`src/rtl/pes_traffic_pkg.sv`:
```
// Shared types for the highway/farm traffic-light controller.
//  - Lamp encodings {R,Y,G} and the lamp-pair payload struct.
//  - State enum whose values double as the external phase code.
//  - decode_lights(): state (+ flash blink) to lamp pair.
package pes_traffic_pkg;

  localparam int unsigned LIGHT_W = 3;
  localparam int unsigned PHASE_W = 3;

  localparam logic [LIGHT_W-1:0] LIGHT_RED    = 3'b100;
  localparam logic [LIGHT_W-1:0] LIGHT_YELLOW = 3'b010;
  localparam logic [LIGHT_W-1:0] LIGHT_GREEN  = 3'b001;
  localparam logic [LIGHT_W-1:0] LIGHT_OFF    = 3'b000;

  typedef enum logic [PHASE_W-1:0] {
    ST_HG    = 3'd0,
    ST_HY    = 3'd1,
    ST_AR1   = 3'd2,
    ST_FG    = 3'd3,
    ST_FY    = 3'd4,
    ST_AR2   = 3'd5,
    ST_FLASH = 3'd6
  } state_e;

  typedef struct packed {
    logic [LIGHT_W-1:0] hw;
    logic [LIGHT_W-1:0] farm;
  } lights_t;

  // Lamp pair for a state; anything not explicitly lit stays RED.
  function automatic lights_t decode_lights(input state_e st, input logic blink);
    lights_t l;
    l.hw   = LIGHT_RED;
    l.farm = LIGHT_RED;
    case (st)
      ST_HG:    l.hw   = LIGHT_GREEN;
      ST_HY:    l.hw   = LIGHT_YELLOW;
      ST_FG:    l.farm = LIGHT_GREEN;
      ST_FY:    l.farm = LIGHT_YELLOW;
      ST_FLASH: begin
        l.hw   = blink ? LIGHT_YELLOW : LIGHT_OFF;
        l.farm = blink ? LIGHT_YELLOW : LIGHT_OFF;
      end
      default: ;
    endcase
    return l;
  endfunction

endpackage

```
`src/rtl/pes_sensor_debounce.sv`:
```
// Farm sensor conditioning: 2-FF synchroniser followed by a debounce counter.
//  clk, rst_n : clock, async active-low reset
//  din        : raw asynchronous sensor
//  dout       : debounced level; changes after DEB_CYC consecutive synchronised
//               samples that differ from the current dout
module pes_sensor_debounce
  import pes_traffic_pkg::*;
#(
  parameter int unsigned DEB_CYC = 3
) (
  input  logic clk,
  input  logic rst_n,
  input  logic din,
  output logic dout
);

  localparam int unsigned DCNT_W = (DEB_CYC > 1) ? $clog2(DEB_CYC) : 1;
  localparam logic [DCNT_W-1:0] DCNT_LAST = DCNT_W'(DEB_CYC - 1);

  logic              sync1_q, sync1_d;
  logic              sync2_q, sync2_d;
  logic              dout_q, dout_d;
  logic [DCNT_W-1:0] cnt_q, cnt_d;

  if (DEB_CYC == 0) begin : g_bad_deb_cyc
    $error("DEB_CYC must be at least 1");
  end

  // Count samples disagreeing with dout; any agreeing sample restarts the count.
  always_comb begin
    sync1_d = din;
    sync2_d = sync1_q;
    dout_d  = dout_q;
    cnt_d   = '0;
    if (sync2_q != dout_q) begin
      if (cnt_q == DCNT_LAST) begin
        dout_d = sync2_q;
      end else begin
        cnt_d = cnt_q + DCNT_W'(1);
      end
    end
  end

  always_ff @(posedge clk or negedge rst_n) begin
    if (!rst_n) begin
      sync1_q <= 1'b0;
      sync2_q <= 1'b0;
      dout_q  <= 1'b0;
      cnt_q   <= '0;
    end else begin
      sync1_q <= sync1_d;
      sync2_q <= sync2_d;
      dout_q  <= dout_d;
      cnt_q   <= cnt_d;
    end
  end

  assign dout = dout_q;

endmodule

```
`src/rtl/pes_traffic_ctrl_p.sv`:
```
// Highway/farm-road traffic-light controller with timed phases, all-red
// clearance and a night flash mode.
//  clk, rst_n     : clock, async active-low reset
//  sensor         : raw farm-road vehicle sensor (asynchronous)
//  flash_en       : night flash request (synchronous)
//  light_highway  : {R,Y,G} highway lamps, registered
//  light_farm     : {R,Y,G} farm lamps, registered
//  phase          : current state code, registered
module pes_traffic_ctrl_p
  import pes_traffic_pkg::*;
#(
  parameter int unsigned CNT_W    = 8,
  parameter int unsigned T_HG_MIN = 16,
  parameter int unsigned T_Y      = 4,
  parameter int unsigned T_AR     = 2,
  parameter int unsigned T_FG_MAX = 12,
  parameter int unsigned DEB_CYC  = 3,
  parameter int unsigned T_FLASH  = 8
) (
  input  logic               clk,
  input  logic               rst_n,
  input  logic               sensor,
  input  logic               flash_en,
  output logic [LIGHT_W-1:0] light_highway,
  output logic [LIGHT_W-1:0] light_farm,
  output logic [PHASE_W-1:0] phase
);

  localparam longint unsigned T_LIM = 64'd1 << CNT_W;

  // Timer value seen on the last cycle of a phase of length T.
  localparam logic [CNT_W-1:0] HG_MIN_LAST = CNT_W'(T_HG_MIN - 1);
  localparam logic [CNT_W-1:0] Y_LAST      = CNT_W'(T_Y - 1);
  localparam logic [CNT_W-1:0] AR_LAST     = CNT_W'(T_AR - 1);
  localparam logic [CNT_W-1:0] FG_LAST     = CNT_W'(T_FG_MAX - 1);
  localparam logic [CNT_W-1:0] FLASH_LAST  = CNT_W'(T_FLASH - 1);

  if (CNT_W == 0 || CNT_W > 32) begin : g_bad_cnt_w
    $error("CNT_W must be in 1..32");
  end
  if (T_HG_MIN == 0 || 64'(T_HG_MIN) >= T_LIM) begin : g_bad_t_hg_min
    $error("T_HG_MIN out of range");
  end
  if (T_Y == 0 || 64'(T_Y) >= T_LIM) begin : g_bad_t_y
    $error("T_Y out of range");
  end
  if (T_AR == 0 || 64'(T_AR) >= T_LIM) begin : g_bad_t_ar
    $error("T_AR out of range");
  end
  if (T_FG_MAX == 0 || 64'(T_FG_MAX) >= T_LIM) begin : g_bad_t_fg_max
    $error("T_FG_MAX out of range");
  end
  if (T_FLASH == 0 || 64'(T_FLASH) >= T_LIM) begin : g_bad_t_flash
    $error("T_FLASH out of range");
  end

  logic             sensor_db;
  state_e           state_q, state_d;
  logic [CNT_W-1:0] timer_q, timer_d;
  logic [CNT_W-1:0] bcnt_q, bcnt_d;
  logic             blink_q, blink_d;
  lights_t          lights_q, lights_d;

  pes_sensor_debounce #(
    .DEB_CYC (DEB_CYC)
  ) u_debounce (
    .clk   (clk),
    .rst_n (rst_n),
    .din   (sensor),
    .dout  (sensor_db)
  );

  // Next state, phase timer, blink and lamp decode of the next state.
  always_comb begin
    state_d  = state_q;
    timer_d  = timer_q;
    bcnt_d   = bcnt_q;
    blink_d  = blink_q;
    lights_d = lights_q;

    case (state_q)
      ST_HG: begin
        if (flash_en) begin
          state_d = ST_HY;
        end else if (sensor_db && (timer_q >= HG_MIN_LAST)) begin
          state_d = ST_HY;
        end
      end
      ST_HY:  if (timer_q == Y_LAST)  state_d = ST_AR1;
      ST_AR1: if (timer_q == AR_LAST) state_d = flash_en ? ST_FLASH : ST_FG;
      ST_FG: begin
        if (flash_en || !sensor_db || (timer_q == FG_LAST)) begin
          state_d = ST_FY;
        end
      end
      ST_FY:    if (timer_q == Y_LAST)  state_d = ST_AR2;
      ST_AR2:   if (timer_q == AR_LAST) state_d = flash_en ? ST_FLASH : ST_HG;
      ST_FLASH: if (!flash_en)          state_d = ST_AR2;
      default:  state_d = ST_HG;
    endcase

    // Timer restarts on every state change and saturates at all-ones.
    if (state_d != state_q) begin
      timer_d = '0;
    end else if (timer_q != '1) begin
      timer_d = timer_q + CNT_W'(1);
    end

    // Blink starts lit on FLASH entry and toggles every T_FLASH cycles.
    if (state_d == ST_FLASH) begin
      if (state_q != ST_FLASH) begin
        blink_d = 1'b1;
        bcnt_d  = '0;
      end else if (bcnt_q == FLASH_LAST) begin
        blink_d = ~blink_q;
        bcnt_d  = '0;
      end else begin
        bcnt_d = bcnt_q + CNT_W'(1);
      end
    end else begin
      bcnt_d = '0;
    end

    lights_d = decode_lights(state_d, blink_d);
  end

  always_ff @(posedge clk or negedge rst_n) begin
    if (!rst_n) begin
      state_q  <= ST_HG;
      timer_q  <= '0;
      bcnt_q   <= '0;
      blink_q  <= 1'b1;
      lights_q <= '{hw: LIGHT_GREEN, farm: LIGHT_RED};
    end else begin
      state_q  <= state_d;
      timer_q  <= timer_d;
      bcnt_q   <= bcnt_d;
      blink_q  <= blink_d;
      lights_q <= lights_d;
    end
  end

  assign light_highway = lights_q.hw;
  assign light_farm    = lights_q.farm;
  assign phase         = PHASE_W'(state_q);

endmodule

```
`config.mk`:
```
export PLATFORM = sky130hd
export DESIGN_NAME = pes_traffic_ctrl_p
export DESIGN_NICKNAME = d
export VERILOG_FILES = /design/src/rtl/pes_traffic_pkg.sv /design/src/rtl/pes_sensor_debounce.sv /design/src/rtl/pes_traffic_ctrl_p.sv
export SDC_FILE = /design/constraint.sdc
export NUM_CORES = 1
export LEC_CHECK = 0
export BUFFER_PORTS_ARGS = -buffer_cell sky130_fd_sc_hd__buf_2
export CORE_AREA = 3 3 60 56
export DETAILED_ROUTE_END_ITERATION = 7
export DIE_AREA = 0 0 63 59
export PLACE_DENSITY_LB_ADDON = 0.1
export SYNTH_ARGS = -nofsm -noshare
export SYNTH_HDL_FRONTEND = slang
export SYNTH_SLANG_ARGS = --single-unit
```
`constraint.sdc`:
```
create_clock -name clk -period 5.6 [get_ports clk]
set_input_delay 0.84 -clock clk [delete_from_list [all_inputs] [get_ports clk]]
set_output_delay 0.84 -clock clk [all_outputs]
set_load 0.1 [all_outputs]
```
* After elaboration in Yosys (flattened, before gate mapping) *
Cells that the tools add are included.

storage, ports and cells
  flip-flop bits (word level) = 31
  input bits = 4
  output and inout port bits = 9
  word-level logic and storage cells = 66

operators by class
  add/sub/neg operators = 3
  magnitude comparators = 1
  equality and inequality tests = 19
  muxes and demuxes = 24
  bitwise gates (word level) = 1
  reduce and logical (&&, ||, !) cells = 8

operator list
  operator                                                                             number
  8-bit two-way mux                                                                    5
  3-bit two-way mux                                                                    10
  3-bit case mux with 7 select lines                                                   1
  3-bit case mux with 3 select lines                                                   2
  8-bit by 1-bit adder with 8-bit output, second input constant                        2
  3-bit == test, second input constant                                                 5
  3-bit by 2-bit == test with 1-bit output, second input constant                      3
  8-bit by 1-bit == test with 1-bit output, second input constant                      1
  8-bit by 2-bit == test with 1-bit output, second input constant                      1
  8-bit by 3-bit == test with 1-bit output, second input constant                      1
  8-bit by 4-bit == test with 1-bit output, second input constant                      1
  8-bit by 4-bit greater-or-equal comparator with 1-bit output, second input constant  1
  8-bit != test, second input constant                                                 1
  3-bit by 1-bit == test with 1-bit output, second input constant                      2
  3-bit zero test                                                                      2
  2-bit two-way mux                                                                    3
  1-bit two-way mux                                                                    3
  3-bit != test                                                                        1
  3-bit != test, second input constant                                                 1
  2-bit by 1-bit adder with 2-bit output, second input constant                        1
  2-bit == test, second input constant                                                 1
  1-bit logical OR                                                                     2
  2-bit AND reduction                                                                  1
  2-bit nonzero test                                                                   1
  4 further kinds                                                                      4

* Logic depth before layout (Yosys ltp) *
  depth in word-level cells = 9
  depth in mapped cells = 7

* Hierarchy *
A second synthesis with hierarchy kept.

unflattened totals
  cells, all modules = 164
  area total of the unflattened synthesis = 1714.1 um^2

by module, submodules not included
  module               instances  cells an instance  area each (um^2)  sequential area each (um^2)
  pes_traffic_ctrl_p   1          154                1539.0            654.4
  pes_sensor_debounce  1          10                 175.2             125.1

* Worst setup path before layout *
No wires, ideal clock.

  path type = reg-to-reg
  start = register state_q[2], in the netlist phase[2]
  end = register blink_q
  data arrival time = 2216 ps
  data required time = 5527 ps
  setup slack = 3311 ps
  cell stages (with the launch flop) = 7
  clock period less this slack = 2289 ps
  cells stage by stage = dfrtp_1 > clkbuf_1 > nand3_1 > a211o_1 > o211ai_1 > o21ai_0 > a21oi_1

between the ends
  elaborated cells on any way between the ends = 20
  those cells by class = eq/ne (8); mux (11); reduce/logical (1)

RTL lines
  element                                      line                       RTL
  from (decl)                                  pes_traffic_ctrl_p.sv:58   state_e state_q, state_d;
  from (signal assigned)                       pes_traffic_ctrl_p.sv:135  state_q <= state_d;
  3-bit == test, or another cell as far along  pes_traffic_ctrl_p.sv:81   case (state_q)
  3-bit case mux with 7 select lines *         pes_traffic_ctrl_p.sv:81
  named net state_d[1]                         pes_traffic_ctrl_p.sv:58
  3-bit == test *                              pes_traffic_ctrl_p.sv:110  if (state_d == ST_FLASH) begin
  1-bit two-way mux *                          pes_traffic_ctrl_p.sv:110
  named net blink_d                            pes_traffic_ctrl_p.sv:61   logic blink_q, blink_d;
  to (signal assigned)                         pes_traffic_ctrl_p.sv:138  blink_q <= blink_d;
  to (decl)                                    pes_traffic_ctrl_p.sv:61

The timed path passes the listed nets; every way through them passes the cells marked *.
A chain may end at the register's enable or synchronous reset.

* Worst setup path after layout *
  start = register timer_q[5]
  end = register timer_q[1]

between the ends
  cells in the longest elaborated chain, start to end = 7
  elaborated cells on any way between the ends = 18
  those cells by class = order compare (1); eq/ne (5); mux (9); reduce/logical (3)

ends and longest elaborated chain
  element                                                         line                       RTL
  from (decl)                                                     pes_traffic_ctrl_p.sv:59   logic [CNT_W-1:0] timer_q, timer_d;
  from (signal assigned)                                          pes_traffic_ctrl_p.sv:136  timer_q <= timer_d;
  8-bit by 4-bit greater-or-equal comparator with 1-bit output    pes_traffic_ctrl_p.sv:85   end else if (sensor_db && (timer_q >= HG_MIN_LAST)) begin
  1-bit logical AND                                               pes_traffic_ctrl_p.sv:85
  3-bit two-way mux                                               pes_traffic_ctrl_p.sv:85
  3-bit two-way mux                                               pes_traffic_ctrl_p.sv:83   if (flash_en) begin
  3-bit case mux with 7 select lines                              pes_traffic_ctrl_p.sv:81
  3-bit != test                                                   pes_traffic_ctrl_p.sv:103  if (state_d != state_q) begin
  8-bit two-way mux / 2-bit nonzero test (equally long branches)  --

Several ways; a longest one is shown, not always the timed one.

==> qor.txt <==
placed cell area - 1740 sq um
most frequent cells in the layout - dfrtp_1 (28), nor2_1 (16), nand3_1 (13)
Mapped Area - 1650 sq um
DRC - 0
fillers - 246
Post-synth EDFFs - 0
run status - finished clean
DRT Pass-1 Iters - 4
Final Hold Viols - 0
FFs w/ async S/R, synth - 1.00
commonest non-fill, non-tap cell in the layout - dfrtp_1
WP buf/inv - 0
deepest clock path buffer count - 2
syn_area_per_cell - 9.49 sq um
unrepaired setup endpoints after global routing - no
Crit Reg-Reg Startpoint - timer_q[5]
initial cell density of the core - 0.596
Die Height - 59 um
antenna-violating nets left - 0
vias in the first global route - 1260
clk_lat worst skew - 0.32 ns
fin nets - 193
Slew @ Worst Pin - 0.785 ns
pin count of the biggest net entering global routing - 32
routed len/inst - 14.2 um
most common flop cell mapped by yosys - dfrtp_1
Setup Viol. Count Final - 0
CP top delay family - simple AND/OR/NAND/NOR gates
Worst path max stage delay - 0.72 ns
clk sink count - 31
Setup TNS - 0 ns
Leakage - 0.786 nW
first-pass GRT wire length - 5660 um
FP Rows - 18
CP Data Required Time - 5.82 ns
total CTS buffers - 5
share of cells above drive strength 1 - 0.139
CP Max Fanout - 8
Worst setup SP type - register
hold_buf cts - 0
Synth cell types - 42
crit-path cells - nor4_1, nand2_1, o211ai_1, nand4_2, a221oi_1
GRT Util Overall - 0.199
Peak VDD IR - 0.000307 V
Non-Filler Instances - 227
routability cong. - 0.906
max_slew headroom - 0.472
I/O Pins - 13
power per cell area - 521 nW/um^2
CTS root buf - clkbuf_4
die area - 3720 sq um
Hold Path Sink - u_debounce.sync2_q
Cells after Synth - 174
Worst Clk Skew - 0.00525 ns
Pins Over Slew Limit - 0
hold path start - u_debounce.sync1_q
Core Region - 2770 sq um
WL final - 3230 um
Overflow after GRT - 0
slowest stage cell, crit path - nor4_1
initial antenna violation count - 0
Synth warnings - 0
f_max - 0.430 GHz
Seq cells post-synth - 31
crit path DAT - 2.55 ns
detailed-route via count - 1326
worst setup path class - reg2reg
post-synthesis sequential area ratio - 0.472
die width - 63 um
detailed-placement wirelength estimate - 2340 um
worst reg2reg path depth - 5
FF-to-FF End - timer_q[1]
CTS tree - yes
H-tree levels - 2
P&R area growth vs syn - 8.11%
Hold WC Path Type - reg2reg
Via-to-Cell Ratio - 5.84
CTS clk-pin slew, worst paths - 0.09 ns
post-CTS sizing - 0
WHS Path Cells - 0
fin crit share - 0.415
input/output buffers - 12
Mapped Nets - 181
r2r setup slk - 3.28 ns
min Tclk post-route - 2.32 ns
Worst Setup End Kind - register
DR iter-0 viols - 76
dpl cells - 219
Antenna diodes - 0
Post-CTS Setup Bufs - 0
post-route cell area - 1790 sq um
max-cap viol count - 0
==> power breakdown <==
group / leakage (nW) / switching, mW / internal (mW)
logic: 0.360 / 0.336 / 0.131
registers: 0.397 / 0.0639 / 0.281
clock network: 0.0293 / 0.0702 / 0.0488
total: 0.786 / 0.470 / 0.461
==> worst max-delay path by stage <==
stage | start | to | depth (start not counted)
final | timer_q[5] | timer_q[1] | 5
after global routing | timer_q[4] | timer_q[1] | 5
after CTS | timer_q[5] | light_farm[1] | 5
after detailed placement | timer_q[5] | timer_q[1] | 5
after global placement | flash_en | blink_q | 6
after floorplan | phase[2] | blink_q | 6
==> cells by family after synthesis <==
kind of cell,Yosys count,synth area share
multiplexers,2,0.0136
buffers and inverters,14,0.0318
AND/OR/NAND/NOR,77,0.249
AO/OA/AOI/OAI,35,0.147
adder cells (fa/ha/maj),3,0.0227
flip-flops,31,0.472
XOR/XNOR,12,0.0636
==> stage by stage <==
step	power, mW	utilization	setup slack, ns	hold slack [ns]
5_1_grt	0.996	0.645	3.07	0.377
3_5_place_dp	0.812	0.626	3.32	0.341
6_report	0.931	0.645	3.28	0.359
2_1_floorplan	0.723	-	3.31	0.331
4_1_cts	0.934	0.645	3.29	0.362
3_3_place_gp	0.807	0.626	3.32	0.337
==> Yosys cell counts, types with 2 or more instances <==
cell / number / area (sq um)
nor2_1: 16 / 60.1
or3_1: 2 / 12.5
nor3_1: 8 / 40.0
dfstp_2: 3 / 78.8
clkbuf_1: 7 / 26.3
and3_1: 5 / 31.3
mux2_2: 2 / 22.5
xor2_1: 5 / 43.8
nand2b_1: 5 / 31.3
nand3_1: 13 / 65.1
xnor2_1: 7 / 61.3
a21oi_1: 10 / 50.1
or4_1: 2 / 15.0
ha_1: 3 / 37.5
and2_1: 3 / 18.8
nand2_1: 11 / 41.3
o21ai_0: 4 / 20.0
nand4_2: 2 / 25.0
a211oi_1: 2 / 15.0
o211ai_1: 3 / 22.5
o41ai_1: 2 / 17.5
nor2b_1: 3 / 18.8
inv_1: 7 / 26.3
dfrtp_1: 28 / 701
a211o_1: 2 / 17.5
a21o_1: 2 / 15.0
a221oi_1: 2 / 17.5
==> layer usage <==
metal / track usage / vias up / share of wire / wire length, um
met4: 0.0975 / 0 / 0.021 / 67
li1: - / 649 / - / -
met1: 0.249 / 633 / 0.47 / 1510
met3: 0.0550 / 11 / 0.042 / 136
met5: 0 / - / 0 / 0
met2: 0.322 / 33 / 0.47 / 1520
==> flip-flops by register name, indices dropped and copies added, names as in the netlist <==
register	cells
bcnt_q	8
blink_q	1
light_farm	3
light_highway	3
phase	3
timer_q	8
u_debounce.cnt_q	2
u_debounce.dout	1
u_debounce.sync1_q	1
u_debounce.sync2_q	1
==> area by class of cell <==
type	count	area (sq um)	area share
clock buffers	7	45.0	0.0252
clock inverters	1	5.00	0.00280
inverters	7	26.3	0.0147
multi-input cells	129	820	0.459
flip-flops and latches	31	779	0.437
well taps	40	50.0	0.0280
repair buffers	12	60.1	0.0336
==> worst register-to-register path: stages, from the launching register on <==
cell      delay [ns]
dfrtp_1         0.45
nor4_1          0.72
nand2_1         0.10
o211ai_1        0.30
nand4_2         0.30
a221oi_1        0.34
Power figures use the tool's default switching activity.
